**config.mk**
```make
export PLATFORM = sky130hd
export DESIGN_NAME = depacketizer_dta_n
export DESIGN_NICKNAME = d
export VERILOG_FILES = /design/src/rtl/depacketizer_dta_pkg.sv /design/src/rtl/dta_head_parse.sv /design/src/rtl/depacketizer_dta_n.sv
export SDC_FILE = /design/constraint.sdc
export NUM_CORES = 1
export LEC_CHECK = 0
export ABC_AREA = 1
export CAP_MARGIN = 5
export CORE_MARGIN = 2
export CORE_UTILIZATION = 30
export CTS_CLUSTER_DIAMETER = 100
export DETAILED_ROUTE_END_ITERATION = 8
export GPL_ROUTABILITY_DRIVEN = 0
export GPL_TIMING_DRIVEN = 1
export MAX_ROUTING_LAYER = met4
export SLEW_MARGIN = 20
export SYNTH_ARGS = -nofsm -noshare
export SYNTH_HDL_FRONTEND = slang
export SYNTH_HIERARCHICAL = 1
export SYNTH_SLANG_ARGS = --single-unit
```
**constraint.sdc**
```tcl
create_clock -name clk -period 10.4 [get_ports clk]
set_input_delay 3.12 -clock clk [delete_from_list [all_inputs] [get_ports clk]]
set_output_delay 3.12 -clock clk [all_outputs]
set_load 0.02 [all_outputs]
```
**src/rtl/depacketizer_dta_pkg.sv**
```systemverilog
// Shared types and width helpers for the flit depacketizer.
// Optional error reporting is enabled with DEPACKETIZER_DTA_ERR_EN.
package depacketizer_dta_pkg;

  typedef enum logic [1:0] {
    IDLE,
    COLLECT,
    HOLD,
    DISCARD
  } state_t;

  function automatic int flit_data_w(
    input int wp,
    input int aw,
    input int vw
  );
    return wp - 3 - aw - vw;
  endfunction

  function automatic int head_chunk_w(
    input int fd,
    input int tw,
    input int aw,
    input int vw
  );
    return fd - tw - aw - vw;
  endfunction

endpackage

```
**src/rtl/dta_head_parse.sv**
```systemverilog
// Combinational field extraction for one incoming flit.
// Head fields are only meaningful when o_head is set.
module dta_head_parse
  import depacketizer_dta_pkg::*;
#(
  parameter int WIDTH_PKT        = 36,
  parameter int ADDRESS_WIDTH    = 4,
  parameter int VC_ADDRESS_WIDTH = 1,
  parameter int TAG_WIDTH        = 8,
  localparam int FLIT_DATA =
    flit_data_w(WIDTH_PKT, ADDRESS_WIDTH,
                VC_ADDRESS_WIDTH),
  localparam int HEAD_CHUNK =
    head_chunk_w(FLIT_DATA, TAG_WIDTH,
                 ADDRESS_WIDTH, VC_ADDRESS_WIDTH)
) (
  input  logic [WIDTH_PKT-1:0]        i_flit,
  output logic                        o_valid,
  output logic                        o_head,
  output logic                        o_tail,
  output logic [TAG_WIDTH-1:0]        o_tag,
  output logic [ADDRESS_WIDTH-1:0]    o_dst,
  output logic [VC_ADDRESS_WIDTH-1:0] o_vc,
  output logic [HEAD_CHUNK-1:0]       o_chunk0,
  output logic [FLIT_DATA-1:0]        o_payload
);

  logic w_unused_route;

  assign o_valid   = i_flit[WIDTH_PKT-1];
  assign o_head    = i_flit[WIDTH_PKT-2];
  assign o_tail    = i_flit[WIDTH_PKT-3];
  assign o_payload = i_flit[FLIT_DATA-1:0];

  // Forward routing fields are consumed upstream by the router.
  assign w_unused_route =
    ^i_flit[WIDTH_PKT-4:FLIT_DATA];

  assign o_tag =
    o_payload[FLIT_DATA-1 -: TAG_WIDTH];
  assign o_dst =
    o_payload[FLIT_DATA-TAG_WIDTH-1 -: ADDRESS_WIDTH];
  assign o_vc =
    o_payload[HEAD_CHUNK +: VC_ADDRESS_WIDTH];
  assign o_chunk0 = o_payload[HEAD_CHUNK-1:0];

endmodule

```
**src/rtl/depacketizer_dta_n.sv**
```systemverilog
// Reassembles head/body/tail flits into one payload plus return header.
// Define DEPACKETIZER_DTA_ERR_EN to add err_out and err_count_out.
module depacketizer_dta_n
  import depacketizer_dta_pkg::*;
#(
  parameter int WIDTH_PKT        = 36,
  parameter int WIDTH_DATA       = 99,
  parameter int ADDRESS_WIDTH    = 4,
  parameter int VC_ADDRESS_WIDTH = 1,
  parameter int TAG_WIDTH        = 8,
  parameter int MAX_FLITS        = 4
) (
  input  logic                        clk,
  input  logic                        rst,
  input  logic [WIDTH_PKT-1:0]        data_in,
  output logic                        ready_out,
  output logic [WIDTH_DATA-1:0]       data_out,
  output logic [ADDRESS_WIDTH-1:0]    dst_out,
  output logic [VC_ADDRESS_WIDTH-1:0] vc_out,
  output logic [TAG_WIDTH-1:0]        tag_out,
  output logic                        valid_out,
  input  logic                        ready_in
`ifdef DEPACKETIZER_DTA_ERR_EN
  ,
  output logic                        err_out,
  output logic [15:0]                 err_count_out
`endif
);

  localparam int FLIT_DATA =
    flit_data_w(WIDTH_PKT, ADDRESS_WIDTH,
                VC_ADDRESS_WIDTH);
  localparam int HEAD_CHUNK =
    head_chunk_w(FLIT_DATA, TAG_WIDTH,
                 ADDRESS_WIDTH, VC_ADDRESS_WIDTH);
  localparam int BUF_W =
    HEAD_CHUNK + (MAX_FLITS - 1) * FLIT_DATA;
  localparam int CNT_W = $clog2(MAX_FLITS + 1);
  localparam logic [CNT_W-1:0] CNT_MAX =
    CNT_W'(MAX_FLITS);

  state_t                      r_state;
  state_t                      w_next;
  logic [CNT_W-1:0]            r_cnt;
  logic [CNT_W-1:0]            w_cnt_n;
  logic [CNT_W-1:0]            w_cnt_inc;
  logic [BUF_W-1:0]            r_buf;
  logic [BUF_W-1:0]            w_buf_n;
  logic [WIDTH_DATA-1:0]       w_data_n;
  logic [TAG_WIDTH-1:0]        r_tag;
  logic [TAG_WIDTH-1:0]        w_tag_n;
  logic [ADDRESS_WIDTH-1:0]    r_dst;
  logic [ADDRESS_WIDTH-1:0]    w_dst_n;
  logic [VC_ADDRESS_WIDTH-1:0] r_vc;
  logic [VC_ADDRESS_WIDTH-1:0] w_vc_n;
  logic                        w_load;

  logic [WIDTH_DATA-1:0]       r_data;
  logic [ADDRESS_WIDTH-1:0]    r_dst_o;
  logic [VC_ADDRESS_WIDTH-1:0] r_vc_o;
  logic [TAG_WIDTH-1:0]        r_tag_o;

  logic                        w_valid;
  logic                        w_head;
  logic                        w_tail;
  logic [TAG_WIDTH-1:0]        w_tag;
  logic [ADDRESS_WIDTH-1:0]    w_dst;
  logic [VC_ADDRESS_WIDTH-1:0] w_vc;
  logic [HEAD_CHUNK-1:0]       w_chunk0;
  logic [FLIT_DATA-1:0]        w_payload;
  logic                        w_acc;
  logic                        w_start;

  dta_head_parse #(
    .WIDTH_PKT       (WIDTH_PKT),
    .ADDRESS_WIDTH   (ADDRESS_WIDTH),
    .VC_ADDRESS_WIDTH(VC_ADDRESS_WIDTH),
    .TAG_WIDTH       (TAG_WIDTH)
  ) u_parse (
    .i_flit   (data_in),
    .o_valid  (w_valid),
    .o_head   (w_head),
    .o_tail   (w_tail),
    .o_tag    (w_tag),
    .o_dst    (w_dst),
    .o_vc     (w_vc),
    .o_chunk0 (w_chunk0),
    .o_payload(w_payload)
  );

  assign valid_out = (r_state == HOLD);
  assign ready_out =
    (r_state == HOLD) ? ready_in : 1'b1;
  assign data_out  = r_data;
  assign dst_out   = r_dst_o;
  assign vc_out    = r_vc_o;
  assign tag_out   = r_tag_o;

  assign w_acc     = w_valid & ready_out;
  assign w_cnt_inc = r_cnt + 1'b1;

  // Flits handled as if idle: true idle, held packet
  // leaving this cycle, or a head that restarts.
  assign w_start = w_acc & (
    (r_state == IDLE) |
    (r_state == HOLD) |
    (w_head & ((r_state == COLLECT) |
               (r_state == DISCARD))));

  always_comb begin
    w_next  = r_state;
    w_cnt_n = r_cnt;
    w_buf_n = r_buf;
    w_tag_n = r_tag;
    w_dst_n = r_dst;
    w_vc_n  = r_vc;
    w_load  = 1'b0;
    case (r_state)
      COLLECT: begin
        if (w_acc && !w_head) begin
          for (int s = 1; s < MAX_FLITS; s++) begin
            if (r_cnt == CNT_W'(s)) begin
              w_buf_n[BUF_W-HEAD_CHUNK-(s-1)*FLIT_DATA-1
                      -: FLIT_DATA] = w_payload;
            end
          end
          w_cnt_n = w_cnt_inc;
          if (w_tail) begin
            w_next = HOLD;
            w_load = 1'b1;
          end else if (w_cnt_inc == CNT_MAX) begin
            w_next = DISCARD;
          end
        end
      end
      HOLD: begin
        if (ready_in) w_next = IDLE;
      end
      DISCARD: begin
        if (w_acc && !w_head && w_tail)
          w_next = IDLE;
      end
      default: ;
    endcase
    if (w_start) begin
      unique case (1'b1)
        (!w_head): begin
          w_next  = IDLE;
          w_cnt_n = '0;
        end
        (w_head && w_tail): begin
          w_buf_n = '0;
          w_buf_n[BUF_W-1 -: HEAD_CHUNK] = w_chunk0;
          w_tag_n = w_tag;
          w_dst_n = w_dst;
          w_vc_n  = w_vc;
          w_cnt_n = CNT_W'(1);
          w_next  = HOLD;
          w_load  = 1'b1;
        end
        (w_head && !w_tail): begin
          w_buf_n = '0;
          w_buf_n[BUF_W-1 -: HEAD_CHUNK] = w_chunk0;
          w_tag_n = w_tag;
          w_dst_n = w_dst;
          w_vc_n  = w_vc;
          w_cnt_n = CNT_W'(1);
          w_next  = (MAX_FLITS == 1) ? DISCARD
                                     : COLLECT;
        end
      endcase
    end
  end

  // Output is the MSB-aligned window of the chunk buffer.
  if (BUF_W >= WIDTH_DATA) begin : g_trunc
    assign w_data_n = w_buf_n[BUF_W-1 -: WIDTH_DATA];
  end else begin : g_pad
    assign w_data_n =
      {w_buf_n, {(WIDTH_DATA-BUF_W){1'b0}}};
  end

  always_ff @(posedge clk or posedge rst) begin
    if (rst) begin
      r_state <= IDLE;
      r_cnt   <= '0;
      r_buf   <= '0;
      r_tag   <= '0;
      r_dst   <= '0;
      r_vc    <= '0;
      r_data  <= '0;
      r_dst_o <= '0;
      r_vc_o  <= '0;
      r_tag_o <= '0;
    end else begin
      r_state <= w_next;
      r_cnt   <= w_cnt_n;
      r_buf   <= w_buf_n;
      r_tag   <= w_tag_n;
      r_dst   <= w_dst_n;
      r_vc    <= w_vc_n;
      if (w_load) begin
        r_data  <= w_data_n;
        r_dst_o <= w_dst_n;
        r_vc_o  <= w_vc_n;
        r_tag_o <= w_tag_n;
      end
    end
  end

`ifdef DEPACKETIZER_DTA_ERR_EN
  logic        w_err;
  logic        r_err;
  logic [15:0] r_err_cnt;

  // Stray flit, abandoned partial, or overflow.
  assign w_err =
    (w_start & !w_head) |
    (w_start & w_head & (r_state == COLLECT)) |
    (w_start & w_head & !w_tail &
     (MAX_FLITS == 1)) |
    (w_acc & !w_head & !w_tail &
     (r_state == COLLECT) &
     (w_cnt_inc == CNT_MAX));

  always_ff @(posedge clk or posedge rst) begin
    if (rst) begin
      r_err     <= 1'b0;
      r_err_cnt <= '0;
    end else begin
      r_err <= w_err;
      if (w_err && r_err_cnt != 16'hFFFF)
        r_err_cnt <= r_err_cnt + 16'd1;
    end
  end

  assign err_out       = r_err;
  assign err_count_out = r_err_cnt;
`endif

endmodule

```
After elaboration in Yosys (flattened, before gate mapping)
Index checks and enable logic that the tools add are counted.
{ "op_classes": {"add_sub_neg": 1, "n_eq_ne": 11, "muxes": 31, "bitwise_logic": 6, "n_reduce_logical": 13} }
{ "op_table": {"columns": ["op", "count"], "rows": [
  ["2-to-1 mux 99 bit", 2],
  ["2-to-1 mux 84 bit", 2],
  ["2-to-1 mux 28 bit", 3],
  ["2-to-1 mux 8 bit", 2],
  ["2-to-1 mux 2 bit", 6],
  ["one-hot mux 2 bit (3 select lines)", 2],
  ["2-to-1 mux 3 bit", 3],
  ["2-to-1 mux 1 bit", 8],
  ["2-to-1 mux 4 bit", 2],
  ["== test 3 x 2 -> 1 bit (second input constant)", 2],
  ["inequality test 3 x 2 -> 1 bit (second input constant)", 2],
  ["one-hot mux 3 bit (2 select lines)", 1],
  ["AND reduction 5 bit", 1],
  ["== test 2 bit (second input constant)", 2],
  ["logical AND 1 bit", 4],
  ["inequality test 4 x 3 -> 1 bit (second input constant)", 1],
  ["nonzero test 2 bit", 2],
  ["nonzero test 4 bit", 1],
  ["adder 3 x 1 -> 3 bit (second input constant)", 1],
  ["AND 1 bit", 3],
  ["== test 3 x 1 -> 1 bit (second input constant)", 1],
  ["== test 3 bit (second input constant)", 1],
  ["inequality test 3 x 1 -> 1 bit (second input constant)", 1],
  ["OR 1 bit", 3],
  ["other kinds (5)", 6]
]} }
{ "totals": {"reg_bits": 229, "inputBits": 39, "word_cells": 72} }

Longest topological paths before layout
{ "logic_depth": {"word_depth": 8, "mapped_depth": 10, "ltp_nobuf": 9} }

Cells and area by module
The synthesis kept the hierarchy.
{ "modules_own_cells": {"columns": ["mod", "n_inst", "cells_per_inst", "area_per_inst_um2", "seq_area_each_um2"], "rows": [
  ["depacketizer_dta_n", 1, 1156, 9998.3, 5730.5],
  ["dta_head_parse", 1, 59, 442.9, 0.0]
]} }

Worst setup path before layout
Ideal clock, no wire load.
{ "synth_path": {"path_kind": "input-to-output", "from": "in ready_in", "to": "out ready_out", "arrival_time_ns": 3.342, "required_ns": 7.280, "setup_slack_ns": 3.938, "cell_stages": 2, "n_path_buf": 0, "cell_sequence": "inv_1 > nand3_4"} }
{ "synth_via": {"elab_chain_len": 1} }
{ "synth_lines": {"columns": ["element", "line", "text"], "rows": [
  ["start: declaration", "depacketizer_dta_n.sv:22", "input logic ready_in"],
  ["2-to-1 mux 1 bit", "depacketizer_dta_n.sv:93", "(r_state == HOLD) ? ready_in : 1'b1;"],
  ["end: declaration", "depacketizer_dta_n.sv:16", "output logic ready_out,"]
]} }
Every way passes these cells.

Worst setup path after layout
Ends and elaborated chain as after synthesis.

==> results.tsv <==
metric	value	unit
clock_latency	0.52	ns
rsz0062_at_grt	no	
power	3.02	mW
cp-start-kind	input port	
cts_max_level	1	
reg2reg_to	data_out[81]$_DFFE_PP0P_	
tightestPinTransition	1.07	ns
combPwrFrac	29.4	%
grt_pass1_vias	7998	
antenna_left	0	
ys_ff_latch	229	
ioPinCount	153	
dieArea	0.0363	mm²
cts.repair.resized	0	
fin_setup_tns	0	ns
fin_ws	2.86	ns
swShare	33.3	%
syn2layout_area_growth	21.1	%
arrival	4.42	ns
cp.required	7.28	ns
peakVddDrop	0.150	mV
p_seq_share	39.3	%
synth_nets	1259	
critPathKind	input port to output port	
hold_end	tag_out[2]$_DFFE_PP0P_	
synth_warnings	6	
routed-via-count	8067	
utilization	36.8	%
finalNonFillerCells	1741	
syn_area_per_cell	8.59	µm²
cp_max_fo	8	
hold_start	tag_out[2]$_DFFE_PP0P_	
netlist_area	0.0104	mm²
r2r_setup_slack	7.34	ns
clockRootBuffer	clkbuf_16	
vias_per_cell	4.63	
grt_pass1_wl	45800	µm
p_switching	1.01	mW
ctsHoldBuffers	0	
placed_area	0.0118	mm²
antenna_found_initial	0	
outcome	completed	
maxSlewViolCount	0	
start_util	30.4	%
grt.overflow.total	0	
slew_headroom	28.9	%
top_layer	met4	
clockBufferDepth	3	
total_leakage_power	6.86	nW
wl_met2	12300	µm
crit_path_end_kind	output port	
fmax	0.133	GHz
routed_wirelength	28400	µm
p_int	2.01	mW
place_inst	1695	
stdcell_area	0.0126	mm²
wl_met3	1690	µm
insertedDiodeCount	0	
post_drt_wl_per_cell	16.3	µm
fin_skew	0.00829	ns
clock-sinks	229	
place_ws	2.86	ns
holdWs	0.472	ns
power.density	239	mW/mm²
min_period	7.54	ns
cts_setup_buffers	0	
drtIter0Drc	592	
dieWidth	191	µm
synth_cell_types	23	
period_share	72.5	%
drive_above_1_share	5.29	%
hold_class	flop to flop	
gr-usage-all-layers	16.4	%
wl_met1	14000	µm
cap_violations	0	
holdPathStages	2	
cts_tree	yes	
reg2reg_from	r_state[0]$_DFFE_PP0P_	
fp-row-count	68	
final_nets	1312	
power_frac_clock	31.3	%
final-setup-viol-count	0	
grt_max_degree	130	
hpwl	18000	µm
dieHeight	191	µm
netlist_instances	1215	
first_pass_iters	4	
portBuffers	147	
coreArea	0.0344	mm²
rr_worst_depth	8	
hold_viol	0	
ys_seq_area_share	54.9	%
clkTransAtPathRegs	0.06	ns
drc_errors	0	
cts_made_buffers	26	
cell usage in the layout, fill, tap and decap left out, types with 3 or more instances in the layout:
cell and instances:
dfrtp_1 229, nand2_1 439, and3_1 84, o21ai_0 4
nand3_1 90, clkdlybuf4s50_1 147, clkbuf_16 27, clkbuf_8 8
clkbuf_1 3, inv_2 3, ha_1 5, clkinv_2 6
buf_4 9, inv_1 124, nor2_1 4, nand4_1 84
nand4_2 3
how the worst max path moves through the flow:
| stage | from | endpoint | slack (ns) | cells after the start |
|---|---|---|---|---|
| finish | ready_in | ready_out | 2.86 | 4 |
| global route | ready_in | ready_out | 2.83 | 4 |
| CTS | ready_in | ready_out | 2.86 | 4 |
| detailed placement | ready_in | ready_out | 2.86 | 4 |
| global placement | ready_in | ready_out | 2.87 | 4 |
| floorplan | rst | data_out[0]$_DFFE_PP0P_ | 1.00 | 1 |
power by group through the flow:
stage               Sequential (mW)  Clock, mW  Combinational [mW]
floorplan                      1.33          0               0.389
global placement               1.20          0               0.884
detailed placement             1.20          0               0.897
CTS                            1.19      0.973               0.903
global route                   1.21       1.01               0.982
finish                         1.19      0.943               0.888
cells by family (layout without fill, tap and decap cells):
family / count (synthesis) / after routing / share of synthesized area, %
AND/OR/NAND/NOR: 710 / 710 / 31.1
flip-flops: 229 / 229 / 54.9
AO/OA/AOI/OAI: 10 / 10 / 0.659
adder cells (fa/ha/maj): 5 / 5 / 0.599
buffers and inverters: 261 / 332 / 12.7
synth_stat cells:
cell / instances / share of area (%)
nand2_1: 439 / 16
dfrtp_1: 229 / 55
inv_1: 126 / 4.5
nand3_1: 90 / 4.3
and3_1: 84 / 5.0
nand4_1: 84 / 5.0
buf_4: 66 / 4.7
clkbuf_1: 33 / 1.2
buf_2: 20 / 0.96
buf_6: 10 / 1.1
nor2_1: 7 / 0.25
ha_1: 5 / 0.60
o21ai_0: 4 / 0.19
buf_1: 3 / 0.11
inv_2: 3 / 0.11
nand4_2: 3 / 0.36
a21oi_1: 2 / 0.096
o31ai_1: 2 / 0.14
a21boi_0: 1 / 0.072
a21oi_4: 1 / 0.16
nand3_2: 1 / 0.096
nand3_4: 1 / 0.17
nor2_4: 1 / 0.11
registers in the layout (all words and copies together) (netlist names):
register  cells
r_vc          1
r_cnt         3
r_tag         8
tag_out       8
r_buf        99
r_state       2
r_dst         4
dst_out       4
data_out     99
vc_out        1
per-layer routing:
layer  global-route usage [%]  vias to the layer above
met5                        -                        -
met4                     3.13                        0
met3                     3.15                       22
met2                     23.6                      203
met1                     24.0                     3916
li1                         -                     3926
layout make-up:
type                            count  area, µm²
Timing Repair Buffer              157       1560
Sequential cell                   229       5730
Multi-Input combinational cell    725       3400
Clock inverter                      8       93.8
Clock buffer                       38        797
Fill cell                        3537      21700
Tap cell                          455        569
Inverter                          129        493
critical path, cell delays in order:
cell             delay, ns
clkdlybuf4s50_1       0.46
inv_1                 0.06
nand3_4               0.14
clkdlybuf4s50_1       0.64
Power figures use the tool's default switching activity.
